$ cat src/rtl/shift_seq_ctrl_pkg.sv
// Shared definitions for the serial shift sequencer: FSM state encodings and
// an elaboration-time ceil(log2) helper used to size the counters.
package shift_ctrl_defs;

    typedef enum logic [1:0] {
        ST_IDLE  = 2'd0,
        ST_LOAD  = 2'd1,
        ST_SHIFT = 2'd2,
        ST_DONE  = 2'd3
    } state_e;

    function automatic int clog2(input int value);
        int r;
        r = 0;
        while ((1 << r) < value) begin
            r = r + 1;
        end
        return r;
    endfunction

endpackage

$ cat src/rtl/shift_seq_ctrl_bit_timer.sv
// Bit-period timer: counts DIV clocks while running and flags the last clock
// of each period, which is where the line is sampled and the next bit launched.
module shift_bit_timer
    import shift_ctrl_defs::*;
#(
    parameter int DIV = 4
) (
    input  logic clk,
    input  logic rst,
    input  logic run,
    output logic strobe
);

    localparam int DW = (clog2(DIV) < 1) ? 1 : clog2(DIV);
    localparam logic [DW-1:0] LAST = DW'(DIV - 1);
    localparam logic [DW-1:0] ONE  = DW'(1);

    logic [DW-1:0] div_cnt_q;
    logic [DW-1:0] div_cnt_d;

    // Counter held at zero whenever the sequencer is not shifting.
    always_comb begin
        div_cnt_d = '0;
        if (run) begin
            if (div_cnt_q == LAST) begin
                div_cnt_d = '0;
            end else begin
                div_cnt_d = div_cnt_q + ONE;
            end
        end else begin
            div_cnt_d = '0;
        end
    end

    // Divider counter register.
    always_ff @(posedge clk or posedge rst) begin
        if (rst) begin
            div_cnt_q <= '0;
        end else begin
            div_cnt_q <= div_cnt_d;
        end
    end

    assign strobe = run && (div_cnt_q == LAST);

endmodule

$ cat src/rtl/shift_seq_ctrl.sv
// Full-duplex serial shift sequencer: takes a parallel word by valid/ready,
// shifts it out on sdo at one bit per DIV clocks and captures sdi in parallel.
module shift_seq_ctrl
    import shift_ctrl_defs::*;
#(
    parameter int WIDTH     = 8,
    parameter int DIV       = 4,
    parameter bit MSB_FIRST = 1'b1
) (
    input  logic             clk,
    input  logic             rst,
    input  logic [WIDTH-1:0] tx_data,
    input  logic             tx_valid,
    output logic             tx_ready,
    output logic             sdo,
    input  logic             sdi,
    output logic             shift_en,
    output logic             busy,
    output logic [WIDTH-1:0] rx_data,
    output logic             rx_valid
);

    localparam int BW = clog2(WIDTH + 1);
    localparam logic [BW-1:0] LAST_BIT = BW'(WIDTH - 1);
    localparam logic [BW-1:0] ONE      = BW'(1);

    state_e           state_q, state_d;
    logic [WIDTH-1:0] tx_sr_q, tx_sr_d;
    logic [WIDTH-1:0] rx_sr_q, rx_sr_d;
    logic [BW-1:0]    bit_cnt_q, bit_cnt_d;
    logic             sdo_q, sdo_d;
    logic [WIDTH-1:0] rx_data_q, rx_data_d;
    logic             rx_valid_q, rx_valid_d;
    logic             run_s;
    logic             strobe_s;

    function automatic logic head_bit(input logic [WIDTH-1:0] w);
        if (MSB_FIRST) begin
            return w[WIDTH-1];
        end else begin
            return w[0];
        end
    endfunction

    function automatic logic [WIDTH-1:0] tx_advance(input logic [WIDTH-1:0] w);
        if (MSB_FIRST) begin
            return {w[WIDTH-2:0], 1'b0};
        end else begin
            return {1'b0, w[WIDTH-1:1]};
        end
    endfunction

    // Receive word fills from the opposite end to the transmit order.
    function automatic logic [WIDTH-1:0] rx_capture(input logic [WIDTH-1:0] w, input logic b);
        if (MSB_FIRST) begin
            return {w[WIDTH-2:0], b};
        end else begin
            return {b, w[WIDTH-1:1]};
        end
    endfunction

    assign run_s = (state_q == ST_SHIFT);

    shift_bit_timer #(
        .DIV (DIV)
    ) u_timer (
        .clk    (clk),
        .rst    (rst),
        .run    (run_s),
        .strobe (strobe_s)
    );

    // Next-state logic; rx_data/rx_valid are set on the final strobe so they
    // are visible during the DONE cycle.
    always_comb begin
        state_d    = state_q;
        tx_sr_d    = tx_sr_q;
        rx_sr_d    = rx_sr_q;
        bit_cnt_d  = bit_cnt_q;
        sdo_d      = sdo_q;
        rx_data_d  = rx_data_q;
        rx_valid_d = 1'b0;
        case (state_q)
            ST_IDLE: begin
                if (tx_valid) begin
                    tx_sr_d = tx_data;
                    state_d = ST_LOAD;
                end else begin
                    state_d = ST_IDLE;
                end
            end
            ST_LOAD: begin
                sdo_d     = head_bit(tx_sr_q);
                bit_cnt_d = '0;
                state_d   = ST_SHIFT;
            end
            ST_SHIFT: begin
                if (strobe_s) begin
                    tx_sr_d   = tx_advance(tx_sr_q);
                    rx_sr_d   = rx_capture(rx_sr_q, sdi);
                    bit_cnt_d = bit_cnt_q + ONE;
                    if (bit_cnt_q == LAST_BIT) begin
                        sdo_d      = 1'b0;
                        rx_data_d  = rx_sr_d;
                        rx_valid_d = 1'b1;
                        state_d    = ST_DONE;
                    end else begin
                        sdo_d = head_bit(tx_sr_d);
                    end
                end else begin
                    state_d = ST_SHIFT;
                end
            end
            ST_DONE: begin
                sdo_d   = 1'b0;
                state_d = ST_IDLE;
            end
            default: begin
                state_d = ST_IDLE;
            end
        endcase
    end

    // State and datapath registers.
    always_ff @(posedge clk or posedge rst) begin
        if (rst) begin
            state_q    <= ST_IDLE;
            tx_sr_q    <= '0;
            rx_sr_q    <= '0;
            bit_cnt_q  <= '0;
            sdo_q      <= 1'b0;
            rx_data_q  <= '0;
            rx_valid_q <= 1'b0;
        end else begin
            state_q    <= state_d;
            tx_sr_q    <= tx_sr_d;
            rx_sr_q    <= rx_sr_d;
            bit_cnt_q  <= bit_cnt_d;
            sdo_q      <= sdo_d;
            rx_data_q  <= rx_data_d;
            rx_valid_q <= rx_valid_d;
        end
    end

    assign tx_ready = (state_q == ST_IDLE);
    assign busy     = (state_q != ST_IDLE);
    assign shift_en = strobe_s;
    assign sdo      = sdo_q;
    assign rx_data  = rx_data_q;
    assign rx_valid = rx_valid_q;

endmodule

$ cat config.mk
export PLATFORM = sky130hd
export DESIGN_NAME = shift_seq_ctrl
export DESIGN_NICKNAME = d
export VERILOG_FILES = /design/src/rtl/shift_seq_ctrl_pkg.sv /design/src/rtl/shift_seq_ctrl_bit_timer.sv /design/src/rtl/shift_seq_ctrl.sv
export SDC_FILE = /design/constraint.sdc
export NUM_CORES = 1
export LEC_CHECK = 0
export ABC_AREA = 1
export BUFFER_PORTS_ARGS = -buffer_cell sky130_fd_sc_hd__buf_2
export CORE_MARGIN = 2
export CORE_UTILIZATION = 51
export CTS_CLUSTER_SIZE = 14
export DETAILED_ROUTE_END_ITERATION = 7
export PLACE_DENSITY = 0.83
export SETUP_SLACK_MARGIN = 0.1
export SYNTH_ARGS = -nofsm -noshare
export SYNTH_HDL_FRONTEND = slang
export SYNTH_SLANG_ARGS = --single-unit
export TNS_END_PERCENT = 10
$ cat constraint.sdc
create_clock -name clk -period 2.2 [get_ports clk]
set_clock_uncertainty 0.05 [all_clocks]
set_input_delay 0.22 -clock clk [delete_from_list [all_inputs] [get_ports clk]]
set_output_delay 0.22 -clock clk [all_outputs]
set_load 0.05 [all_outputs]
==> flow_summary.toml <==
[grt]
grt_max_degree = 34
grt_overflow_total = 0
grt_pass1_vias = 1142
grt.total_usage_pct = 18.1
grt_first_pass_wirelength_mm = 4.66
antenna_found_initial = 0

[yosys]
synth-simple-area-share_pct = 19.3
syn_avg_cell_area_sq_um = 9.14
synth_fp_nets = 186
synthTopCellsByArea = "dfrtp_1 54%, nand2_1 11%, o21ai_0 8.2%"
synthMuxAreaShare_pct = 0
synth_top_cell_by_area = "dfrtp_1"
yosysWarningCount = 0
netlist_instances = 167
synth.distinct_cells = 18
synth_seq_area_share_pct = 54.1
synth_fa_ha_area_share_pct = 5.74
ys_seq_elements = 33
post-synth-top-area-fraction_pct = 54.1
synth_xor_area_share_pct = 0
synth_compound_gate_area_share_pct = 13.4
synthesis.area_sq_um = 1530
synth_top_family_by_area = "simple AND/OR/NAND/NOR gates"

[final_layout]
multi_input_area_sq_um = 586
final_area_sq_um = 1750
mostFrequentLayoutCell = "nand2_1"
n_antenna_cell = 0
final_cell_mix = "46 x nand2_1, 33 x dfrtp_1, 25 x o21ai_0"
nNetsFinal = 215
area_growth_syn_to_layout_pct = 14.9
seq_area_sq_um = 826
finish.utilization_pct = 62.5
drive_gt1_share_pct = 24.9
fill_cells = 250

[floorplanning]
core_area_sq_um = 2810
rows = 19
pin_count = 25
fp.dieArea_sq_um = 3450
die_h_microns = 58.7
die_w_microns = 58.7
initial_core_util_pct = 54.4

[route]
wl_per_cell_microns = 12.0
vias_per_cell = 5.03
drt_pass1_iterations = 6
drc = 2
ant_nets = 0
drt_first_iter_violations = 32
totalWireLength_mm = 2.73
vias = 1147

[place]
finalWeightedCongestion = 0.805
port_buffers = 24
place_hpwl_mm = 1.99
postPlaceCellArea_sq_um = 1660

[critical_path]
crit_arrival_ns = 1.70
path_cells = "inv_1 -> ha_1 -> buf_4 -> nand2_1 -> inv_2 -> buf_2"
required_ns = 1.93
worstSetupStartpointType = "flip-flop"
cp-end-kind = "output port"
crit_cells = 6
critPathMaxFanout = 11
path_delay_family = "buffers and inverters"
critPathBufInv = 4
cpPeakStageDelay_ns = 0.42
path_class = "flip-flop to output port"
critPathSlowestCell = "dfrtp_1"
r2r_cells = 8

[flow_run]
cap_violations = 0

[sta]
max_slew_margin_pct = 73.3
setup_viol = 0
finalMaxSlewViolations = 0
min_period_ns = 1.97
finalHoldViolCount = 0
finalCritPeriodShare_pct = 89.6
max_freq_ghz = 0.508
rsz0062_at_grt = "no"
worst_pin_slew_ns = 0.401
setup_tns_ns = 0

[clock_network]
clock_latency_ns = 0.34
cts_buffer_depth = 2
cts_root_buffer = "clkbuf_4"
clkSlewWorstSetupHoldPaths_ns = 0.10
cts_tree = "done"
cts-resized-gates = 0
cts_buffers = 5
cts.sinks = 33
htree_num_levels = 2

[power]
power_density_nw_per_um2 = 1310
irDropWorstVdd_v = 0.000574
total_power_mw = 2.29
p_leak_nw = 0.964

[outcome]
status = "finished, violations left"
violations = "design-rule violations"

[hold_path]
min_path_cells = 3
min_path_type = "input pin to flip-flop"
-- registers in the layout (all words and copies together) (netlist names) --
signal and count:
bit_cnt_q 4, rx_data 8, rx_sr_q 7, rx_valid 1, sdo 1, state_q 2
tx_sr_q 8, u_timer.div_cnt_q 2
-- cells in the mapped netlist, drive strengths merged --
| library cell | number |
|---|---|
| nand3 | 5 |
| nor2 | 5 |
| o21ai | 34 |
| nand2 | 47 |
| clkbuf | 1 |
| nand4 | 3 |
| a21oi | 3 |
| or2 | 6 |
| ha | 7 |
| buf | 5 |
| inv | 18 |
| dfrtp | 33 |
-- cells by family after synthesis --
family | after synthesis
AND/OR/NAND/NOR | 66
AO/OA/AOI/OAI | 37
flip-flops | 33
buffers and inverters | 24
adder cells (fa/ha/maj) | 7
-- worst reg2reg max path, cell delays in order (launching register included) --
cell,delay [ns]
dfrtp_1,0.42
inv_1,0.13
ha_1,0.18
inv_1,0.16
nor2_1,0.21
inv_1,0.09
nand2_2,0.26
nand2_1,0.11
o21ai_1,0.09
-- metrics by stage --
| stage | setup WS (ns) | cells | hold slack [ns] |
|---|---|---|---|
| 3_3_place_gp | 0.615 | 219 | 0.266 |
| 4_1_cts | 0.203 | 228 | 0.0813 |
| 5_1_grt | 0.101 | 228 | 0.0865 |
| 3_5_place_dp | 0.494 | 219 | 0.275 |
| 6_report | 0.230 | 228 | 0.0918 |
| 2_1_floorplan | 0.446 | 167 | 0.299 |
-- report_power, final --
part	switching [mW]	internal, mW
registers	0.119	0.806
logic	0.613	0.301
clock network	0.214	0.240
-- cell type report --
type                            instances  share of cell area (%)
Clock inverter                          3                    2.64
Tap cell                               31                    2.21
Inverter                               18                    3.85
Multi-Input combinational cell        110                    33.4
Clock buffer                            5                    2.14
Timing Repair Buffer                   28                    8.70
Sequential cell                        33                    47.1
-- final timing paths --
kind / slack (ns) / from / endpoint
max in group asynchronous: 1.35 / rst / bit_cnt_q[1]
max reg2reg: 0.46 / state_q[0] / tx_sr_q[2]
min reg2reg: 0.40 / u_timer.div_cnt_q[0] / u_timer.div_cnt_q[0]
max: 0.23 / state_q[0] / shift_en
min: 0.09 / tx_data[0] / tx_sr_q[0]
min in group asynchronous: 0.45 / rst / state_q[1]
-- what timing repair did --
action	CTS	global route
hold buffers	1	0
buffers inserted	0	0
hold endpoints to repair	33	0
-- layer usage --
layer / vias to the layer above / wire, microns / global-route usage [%] / share of wire, %
li1: 596 / - / - / -
met1: 524 / 1140 / 20.8 / 42
met2: 22 / 1410 / 30.3 / 51
met3: 5 / 140 / 6.59 / 5.1
met4: 0 / 46 / 8.44 / 1.7
met5: - / 0 / 0 / 0
No activity file was read; power rests on OpenSTA's default activity.
